==> config.mk <==
export PLATFORM = sky130hd
export DESIGN_NAME = wide_add_seq
export DESIGN_NICKNAME = d
export VERILOG_FILES = /design/src/rtl/wide_add_seq.sv
export SDC_FILE = /design/constraint.sdc
export NUM_CORES = 1
export LEC_CHECK = 0
export BUFFER_PORTS_ARGS = -buffer_cell sky130_fd_sc_hd__buf_2
export CAP_MARGIN = 15
export CORE_MARGIN = 10
export CORE_UTILIZATION = 49
export CTS_CLUSTER_SIZE = 10
export DETAILED_ROUTE_END_ITERATION = 10
export PLACE_DENSITY = 0.76
export SLEW_MARGIN = 20
export SYNTH_ARGS = -nofsm -noshare
export SYNTH_HDL_FRONTEND = slang
export SYNTH_SLANG_ARGS = --single-unit
==> constraint.sdc <==
create_clock -name clk -period 3.7 [get_ports clk]
set_input_delay 0.555 -clock clk [delete_from_list [all_inputs] [get_ports clk]]
set_output_delay 0.555 -clock clk [all_outputs]
set_load 0.02 [all_outputs]
==> src/rtl/wide_add_seq.sv <==
// ---------------------------------------------------------------------------
// wide_add_seq
//
// Computes a WORD_WIDTH-bit add (A+B) or subtract (A-B) by time-sharing a
// single 16-bit carry-lookahead slice adder, least-significant slice first.
// The inter-slice carry is held in a register, so a full-width result takes
// NSLICE cycles after the operands are accepted.
//
// Ports:
//   clk        rising-edge clock
//   rst_n      synchronous active-low reset
//   in_valid   operand request
//   in_ready   block can accept operands (high only in IDLE)
//   op_sub     0 = A+B, 1 = A-B (sampled at accept)
//   a, b       operands (sampled at accept)
//   out_valid  result available (DONE)
//   out_ready  consumer takes the result
//   sum        result modulo 2^WORD_WIDTH
//   cout       carry out of the MSB (subtract: 1 = no borrow)
//   ovf        signed two's-complement overflow
//   busy       high while in RUN or DONE
// ---------------------------------------------------------------------------
module wide_add_seq #(
  parameter int  WORD_WIDTH = 64,
  parameter int  SLICE_W    = 16,
  localparam int NSLICE     = WORD_WIDTH / SLICE_W
) (
  input  logic                  clk,
  input  logic                  rst_n,
  input  logic                  in_valid,
  output logic                  in_ready,
  input  logic                  op_sub,
  input  logic [WORD_WIDTH-1:0] a,
  input  logic [WORD_WIDTH-1:0] b,
  output logic                  out_valid,
  input  logic                  out_ready,
  output logic [WORD_WIDTH-1:0] sum,
  output logic                  cout,
  output logic                  ovf,
  output logic                  busy
);

  // Slice index needs at least one bit even when NSLICE = 1.
  localparam int KW = (NSLICE > 1) ? $clog2(NSLICE) : 1;

  typedef enum logic [1:0] {
    IDLE = 2'd0,
    RUN  = 2'd1,
    DONE = 2'd2
  } state_t;

  // 16-bit carry-lookahead adder: 4-bit groups with lookahead across groups,
  // ripple inside each group. Returns {carry_out, sum[15:0]}.
  function automatic logic [16:0] cla16(input logic [15:0] x,
                                        input logic [15:0] y,
                                        input logic        ci);
    logic [15:0] g;
    logic [15:0] p;
    logic [3:0]  gg;
    logic [3:0]  pg;
    logic [4:0]  gc;
    logic [15:0] c;
    g  = x & y;
    p  = x ^ y;
    gg = 4'd0;
    pg = 4'd0;
    c  = 16'd0;
    for (int i = 0; i < 4; i++) begin
      gg[i] = g[4*i+3]
            | (p[4*i+3] & g[4*i+2])
            | (p[4*i+3] & p[4*i+2] & g[4*i+1])
            | (p[4*i+3] & p[4*i+2] & p[4*i+1] & g[4*i]);
      pg[i] = &p[4*i +: 4];
    end
    gc[0] = ci;
    gc[1] = gg[0] | (pg[0] & ci);
    gc[2] = gg[1] | (pg[1] & gg[0]) | (pg[1] & pg[0] & ci);
    gc[3] = gg[2] | (pg[2] & gg[1]) | (pg[2] & pg[1] & gg[0])
          | (pg[2] & pg[1] & pg[0] & ci);
    gc[4] = gg[3] | (pg[3] & gg[2]) | (pg[3] & pg[2] & gg[1])
          | (pg[3] & pg[2] & pg[1] & gg[0])
          | (pg[3] & pg[2] & pg[1] & pg[0] & ci);
    for (int i = 0; i < 16; i++) begin
      if ((i % 4) == 0) begin
        c[i] = gc[i/4];
      end else begin
        c[i] = g[i-1] | (p[i-1] & c[i-1]);
      end
    end
    return {gc[4], p ^ c};
  endfunction

  state_t                  state_r;
  state_t                  state_s;
  logic                    accept_s;
  logic                    last_s;
  logic [KW-1:0]           k_r;
  logic                    carry_r;
  logic [WORD_WIDTH-1:0]   a_r;
  logic [WORD_WIDTH-1:0]   b_r;
  logic                    op_sub_r;
  logic [WORD_WIDTH-1:0]   b_eff_s;
  logic [SLICE_W-1:0]      a_slice_s;
  logic [SLICE_W-1:0]      b_slice_s;
  logic [SLICE_W:0]        slice_res_s;
  logic                    slice_ovf_s;
  logic [WORD_WIDTH-1:0]   sum_r;
  logic                    cout_r;
  logic                    ovf_r;
  logic                    in_ready_r;
  logic                    out_valid_r;
  logic                    busy_r;

  // Next-state decode for the IDLE/RUN/DONE sequencer.
  always_comb begin
    state_s  = state_r;
    accept_s = 1'b0;
    case (state_r)
      IDLE: begin
        if (in_valid) begin
          state_s  = RUN;
          accept_s = 1'b1;
        end else begin
          state_s  = IDLE;
        end
      end
      RUN: begin
        if (last_s) begin
          state_s = DONE;
        end else begin
          state_s = RUN;
        end
      end
      DONE: begin
        if (out_ready) begin
          state_s = IDLE;
        end else begin
          state_s = DONE;
        end
      end
      default: begin
        state_s = IDLE;
      end
    endcase
  end

  // State register plus handshake/status flags registered from the next state.
  always_ff @(posedge clk) begin
    if (!rst_n) begin
      state_r     <= IDLE;
      in_ready_r  <= 1'b1;
      out_valid_r <= 1'b0;
      busy_r      <= 1'b0;
    end else begin
      state_r     <= state_s;
      in_ready_r  <= (state_s == IDLE);
      out_valid_r <= (state_s == DONE);
      busy_r      <= (state_s == RUN) || (state_s == DONE);
    end
  end

  // Current slice operands; subtract feeds ~B with carry-in seeded to 1.
  always_comb begin
    last_s      = (k_r == KW'(NSLICE - 1));
    b_eff_s     = op_sub_r ? ~b_r : b_r;
    a_slice_s   = a_r[k_r*SLICE_W +: SLICE_W];
    b_slice_s   = b_eff_s[k_r*SLICE_W +: SLICE_W];
    slice_res_s = cla16(a_slice_s, b_slice_s, carry_r);
    // Only meaningful on the top slice: same-sign inputs, different-sign sum.
    slice_ovf_s = (a_slice_s[SLICE_W-1] == b_slice_s[SLICE_W-1]) &&
                  (slice_res_s[SLICE_W-1] != a_slice_s[SLICE_W-1]);
  end

  // Operand capture, per-slice result write-back and final flag capture.
  always_ff @(posedge clk) begin
    if (!rst_n) begin
      a_r      <= {WORD_WIDTH{1'b0}};
      b_r      <= {WORD_WIDTH{1'b0}};
      op_sub_r <= 1'b0;
      k_r      <= KW'(0);
      carry_r  <= 1'b0;
      sum_r    <= {WORD_WIDTH{1'b0}};
      cout_r   <= 1'b0;
      ovf_r    <= 1'b0;
    end else begin
      case (state_r)
        IDLE: begin
          if (accept_s) begin
            a_r      <= a;
            b_r      <= b;
            op_sub_r <= op_sub;
            k_r      <= KW'(0);
            carry_r  <= op_sub;
          end else begin
            carry_r  <= carry_r;
          end
        end
        RUN: begin
          sum_r[k_r*SLICE_W +: SLICE_W] <= slice_res_s[SLICE_W-1:0];
          carry_r <= slice_res_s[SLICE_W];
          if (last_s) begin
            cout_r <= slice_res_s[SLICE_W];
            ovf_r  <= slice_ovf_s;
          end else begin
            // k stops at the top slice so it never wraps mid-operation.
            k_r    <= k_r + KW'(1);
          end
        end
        DONE: begin
          sum_r <= sum_r;
        end
        default: begin
          k_r <= KW'(0);
        end
      endcase
    end
  end

  assign in_ready  = in_ready_r;
  assign out_valid = out_valid_r;
  assign busy      = busy_r;
  assign sum       = sum_r;
  assign cout      = cout_r;
  assign ovf       = ovf_r;

endmodule
Word-level counts from Yosys, hierarchy flattened
Cells that the tools add are included.
{"block": "totals", "out_inout_bits": 69, "regBits": 203, "input_bits": 133, "word_cells": 140}
{"block": "op_classes", "n_mux": 13, "n_reduce_logical": 13, "eq_ne": 9, "addsub": 2, "shift": 4, "bitwise_logic": 87}
{"cell": "$shiftx A64 B7 Y16", "count": 2}
{"cell": "$bwmux W64", "count": 1}
{"cell": "$mux W64", "count": 1}
{"cell": "$not A64 Y64", "count": 1}
{"cell": "$shift A16 B34 Y64 const A", "count": 1}
{"cell": "$shiftx A16 B34 Y64", "count": 1}
{"cell": "$and A1 B1 Y1", "count": 48}
{"cell": "$neg A6 Y34", "count": 1}
{"cell": "$or A1 B1 Y1", "count": 34}
{"cell": "$xor A16 B16 Y16", "count": 2}
{"cell": "$and A16 B16 Y16", "count": 1}
{"cell": "$reduce_and A4 Y1", "count": 4}
{"cell": "$pmux W2 S3", "count": 2}
{"cell": "$mux W2", "count": 4}
{"cell": "$eq A2 B2 Y1 const B", "count": 3}
{"cell": "$reduce_and A2 Y1", "count": 3}
{"cell": "$eq A2 B1 Y1 const B", "count": 2}
{"cell": "$logic_not A2 Y1", "count": 2}
{"cell": "$mux W1", "count": 4}
{"cell": "$ne A2 B2 Y1 const B", "count": 2}
{"cell": "$reduce_and A3 Y1", "count": 1}
{"cell": "$add A2 B1 Y2 const B", "count": 1}
{"cell": "$pmux W1 S2", "count": 1}
{"cell": "$reduce_bool A2 Y1", "count": 1}
{"cell": "5 further kinds", "count": 5}

Longest topological paths before layout
{"block": "depth", "ltp_word": 21, "mapped_depth": 15, "ltp_nobuf": 13}

Worst setup path after synthesis
OpenSTA, ideal clock, no wires.
{"block": "synth_path", "path_type": "register -> register", "from": "reg k_r[0]", "to": "reg sum_r[59], in the netlist sum[59]", "synth_period_minus_slack_ps": 4057, "stages_incl_launch_ff": 15, "path_slack_ps": -357, "t_arrival_ps": 3991, "cell_sequence": "dfxtp_1 buf_2 buf_4 mux4_2 ha_1 nand2_1 o211ai_1 a21oi_1 o21ba_2 fa_1 fa_1 fa_1 xnor2_1 a22oi_1 nor2b_1"}
{"block": "synth_between", "elab_chain_cells": 19, "elab_cells_between_ends": 75}
{"element": "start, declared", "line": "97", "rtl": "logic [KW-1:0] k_r;"}
{"element": "start signal, assigned", "line": "206", "rtl": "k_r <= k_r + KW'(1);"}
{"element": "$shiftx A64 B7 Y16 (on tied branches)", "line": "166, 167"}
{"element": "$xor A16 B16 Y16 / $and A16 B16 Y16 (equally long branches)", "line": "64, 63"}
{"element": "$and A1 B1 Y1 (on tied branches)", "line": "70, 71, 72"}
{"element": "$or A1 B1 Y1, or another cell as far along", "line": "70", "rtl": "| (p[4*i+3] & g[4*i+2])"}
{"element": "$or A1 B1 Y1 / $and A1 B1 Y1 (equally long branches)", "line": "71, 72"}
{"element": "$or A1 B1 Y1", "line": "72", "rtl": "| (p[4*i+3] & p[4*i+2] & p[4*i+1] & g[4*i]);"}
{"element": "$and A1 B1 Y1", "line": "78", "rtl": "gc[3] = gg[2] | (pg[2] & gg[1]) | (pg[2] & pg[1] & gg[0])"}
{"element": "$or A1 B1 Y1 (2 in series)", "line": "78"}
{"element": "[... 2 more ...]"}
{"element": "$or A1 B1 Y1", "line": "87", "rtl": "c[i] = g[i-1] | (p[i-1] & c[i-1]);"}
{"element": "$and A1 B1 Y1", "line": "87"}
{"element": "$or A1 B1 Y1", "line": "87"}
{"element": "$and A1 B1 Y1", "line": "87"}
{"element": "$or A1 B1 Y1", "line": "87"}
{"element": "$xor A16 B16 Y16", "line": "90", "rtl": "return {gc[4], p ^ c};"}
{"element": "$shiftx A16 B34 Y64", "line": "199", "rtl": "sum_r[k_r*SLICE_W +: SLICE_W] <= slice_res_s[SLICE_W-1:0];"}
{"element": "$bwmux W64 *", "line": "199"}
{"element": "end signal, assigned", "line": "182", "rtl": "sum_r <= {WORD_WIDTH{1'b0}};"}
{"element": "end signal, assigned by index", "line": "199"}
{"element": "end signal, assigned", "line": "210", "rtl": "sum_r <= sum_r;"}
{"element": "end, declared", "line": "107", "rtl": "logic [WORD_WIDTH-1:0] sum_r;"}
Every way passes the cells marked *; elsewhere a longest branch is shown, timed or not.
A chain may end at the register's enable or synchronous reset.

Worst setup path in the final report
Same ends and word-level chain as after synthesis.

==> impl_metrics.ini <==
[clock_network]
clkTransAtPathRegs_ns = 0.06
clk_latency_ns = 0.52
clockBufferDepth = 3
ctsHtreeMaxLevel = 1
cts_hold_buf = 0
cts_root_buf = clkbuf_16
clkSinkCount = 203
cts_tree = done
cts_buffers = 24

[setup_path]
worstPathRequired_ns = 4.13
cp_slowest_cell = mux4_2
path_cells = mux4_2 -> xor2_1 -> ha_1 -> a21oi_1 -> o211ai_1 -> a21oi_1 -> o21ba_2 -> fa_2 -> fa_2 -> fa_2 -> xnor2_4 -> a22oi_1 -> nor2b_1
arrival_ns = 4.30
reg2reg_from = k_r[0]
critPathLaunchType = flip-flop
path_max_fanout = 7
worst_path_largest_cell_delay_ns = 0.53
worst_path_most_repeated_cell = fa_2
endpoint_kind = flip-flop
cp-startpoint = k_r[0]
crit_type = flip-flop to flip-flop

[power]
p_sw_mw = 1.38
p_per_area_mw_per_mm2 = 453
power_mw = 5.23
ir_drop_mv = 0.367
seqPwrFrac_pct = 45.4
p_clk_share_pct = 38.6
netSwitchingFraction_pct = 26.4
internal_power_mw = 3.84
p_leak_nw = 4.88
combinationalPowerShare_pct = 16.0

[synthesis]
syn_area_per_cell_um2 = 9.15
synthFlopType = dfxtp_1
syn-num-nets = 1188
ys_async_sr_fraction_pct = 0
syn_area_mm2 = 0.00933
synthTopCellsByArea = dfxtp_1 (44%), nand2_1 (12%), mux4_2 (7.7%)
synth_warnings = 0
yosysUniqueCellTypes = 47
synth_top_area_share_pct = 43.6
synth_largest_area_cell = dfxtp_1
synth_edf_count = 0
syn_inst = 1019
yosysMostFrequentCell = nand2_1
ys_ff_latch = 203
synth_seq_area_share_pct = 43.6
synthTopCellsByCount = nand2_1 (304), dfxtp_1 (203), a21boi_0 (90)

[job]
cap_violations = 0

[routing]
wirelength_um = 26300
drt-initial-drc-count = 456
drcViolationCount = 0
antenna_left = 0
firstDrtPassIters = 5
route.vias.total = 7681
routed_via_density = 5.30
wire_per_inst_um = 18.1

[timing]
finalWorstSetupSlack_ns = -0.168
slew_headroom_pct = 41.8
skew_ns = 0.0228
hold_viol_final = 0
setup_viol = 21
grt_setup_unrepaired = yes
max_freq_mhz = 259
finalCritPeriodShare_pct = 105
slew_violations = 0
tightestPinTransition_ns = 0.873
finalCriticalPeriod_ns = 3.87

[global_routing]
antenna_found_initial = 0
track_usage_pct = 20.3
gr-total-overflow = 0
grt_max_degree = 107
grt_pass1_wl_um = 40300
grt_pass1_vias = 7686

[min_path]
hold_class = input pin to flip-flop
hold_start = b[60]

[place]
post_dp_cell_area_mm2 = 0.0106
io_buffer_count = 201
gp_congestion = 0.977
dp_hpwl_um = 19800

[finish]
drive_gt1_share_pct = 27.7
final_cell_area_mm2 = 0.0115
layout.nets = 1380
syn_to_final_growth_pct = 23.7
antenna_cells = 0

[floorplanning]
fp.dieW_um = 158
core_area_mm2 = 0.0187
io_pins = 202
rows = 50
die_y_um = 158
die-area_mm2 = 0.0250
start_util_pct = 49.9

[outcome]
violations = negative setup slack
status = complete, but fails checks
-- stage by stage --
| stage | setup slack (ns) | hold slack [ns] | cells | TNS [ns] | util (%) |
|---|---|---|---|---|---|
| global route | -0.314 | 0.262 | 1449 | -4.98 | 61.7 |
| floorplan | 0.00146 | 0.432 | 1019 | 0 | - |
| global placement | -0.152 | 0.441 | 1411 | -2.17 | 56.9 |
| finish | -0.168 | 0.273 | 1449 | -1.93 | 61.7 |
| detailed placement | -0.270 | 0.448 | 1411 | -4.18 | 56.9 |
| CTS | -0.109 | 0.259 | 1449 | -1.31 | 61.5 |
-- cell type report --
| cell class | instances | area (um2) |
|---|---|---|
| Clock buffer | 28 | 626 |
| Inverter | 27 | 101 |
| Fill cell | 1549 | 7170 |
| Sequential cell | 203 | 4070 |
| Timing Repair Buffer | 237 | 1400 |
| Clock inverter | 2 | 21.3 |
| Multi-Input combinational cell | 718 | 5030 |
| Tap cell | 234 | 293 |
-- worst paths after layout --
path / cells past startpoint / slack (ns) / to
worst max register to register: 13 / -0.17 / sum[59]
worst min register to register: 2 / 0.46 / a_r[13]
worst max-delay path: 13 / -0.17 / sum[59]
worst min-delay path: 3 / 0.27 / b_r[60]
-- flip-flops by register name, indices dropped and copies added, names as in the netlist --
| register | flops |
|---|---|
| carry_r | 1 |
| sum | 64 |
| op_sub_r | 1 |
| out_valid | 1 |
| busy | 1 |
| cout | 1 |
| state_r | 2 |
| k_r | 2 |
| a_r | 64 |
| ovf | 1 |
| b_r | 64 |
| in_ready | 1 |
-- power by group through the flow --
stage	clock (mW)	combinational (mW)	sequential (mW)
floorplan	0	0.503	2.39
global placement	0	0.758	2.42
detailed placement	0	0.774	2.42
CTS	2.05	0.832	2.37
global route	2.14	0.920	2.38
finish	2.02	0.837	2.37
-- what timing repair did --
| item | in CTS | in global routing |
|---|---|---|
| setup buffers | 8 | 0 |
| pin swaps | 14 | 5 |
| setup endpoints to repair | 26 | 25 |
| resized for setup | 24 | 7 |
-- worst max-delay path: cells and delay by family (launching register included) --
family          cells  cell delay, ns
fa+ha+maj           4            1.40
compound gates      5            0.84
mux                 1            0.53
flops               1            0.44
xor+xnor            2            0.42
simple gates        1            0.15
-- per-layer routing --
| layer | wire length (um) | global-route usage (%) | vias up |
|---|---|---|---|
| met5 | 0 | 0 | - |
| met4 | 768 | 6.97 | 0 |
| met3 | 2040 | 5.29 | 53 |
| met2 | 12700 | 33.9 | 263 |
| met1 | 10700 | 25.0 | 3594 |
| li1 | - | - | 3771 |
-- kinds of logic after synthesis --
kind of cell	count (synthesis)	share of synthesized area, %
flip-flops	203	43.6
AND/OR/NAND/NOR	405	19.7
XOR/XNOR	22	2.07
AO/OA/AOI/OAI	222	16.5
buffers and inverters	98	4.47
multiplexers	33	7.83
adder cells (fa/ha/maj)	36	5.79
-- placed cells by master, fill, tap and decap left out, types with 3 or more instances in the layout --
master / count
a21boi_0: 90
a21boi_1: 40
a21o_1: 3
a21oi_1: 10
a22oi_1: 20
a22oi_2: 5
and2_1: 43
buf_12: 9
buf_2: 200
buf_4: 27
clkbuf_1: 3
clkbuf_16: 24
dfxtp_1: 201
fa_1: 5
fa_2: 7
ha_1: 22
inv_1: 25
mux4_2: 32
nand2_1: 304
nand2b_1: 5
nand3b_4: 3
nor2_1: 3
nor2b_1: 27
o21ai_0: 14
o21ai_1: 28
or3_1: 4
xor2_1: 10
xor2_2: 7
Power figures use the tool's default switching activity.
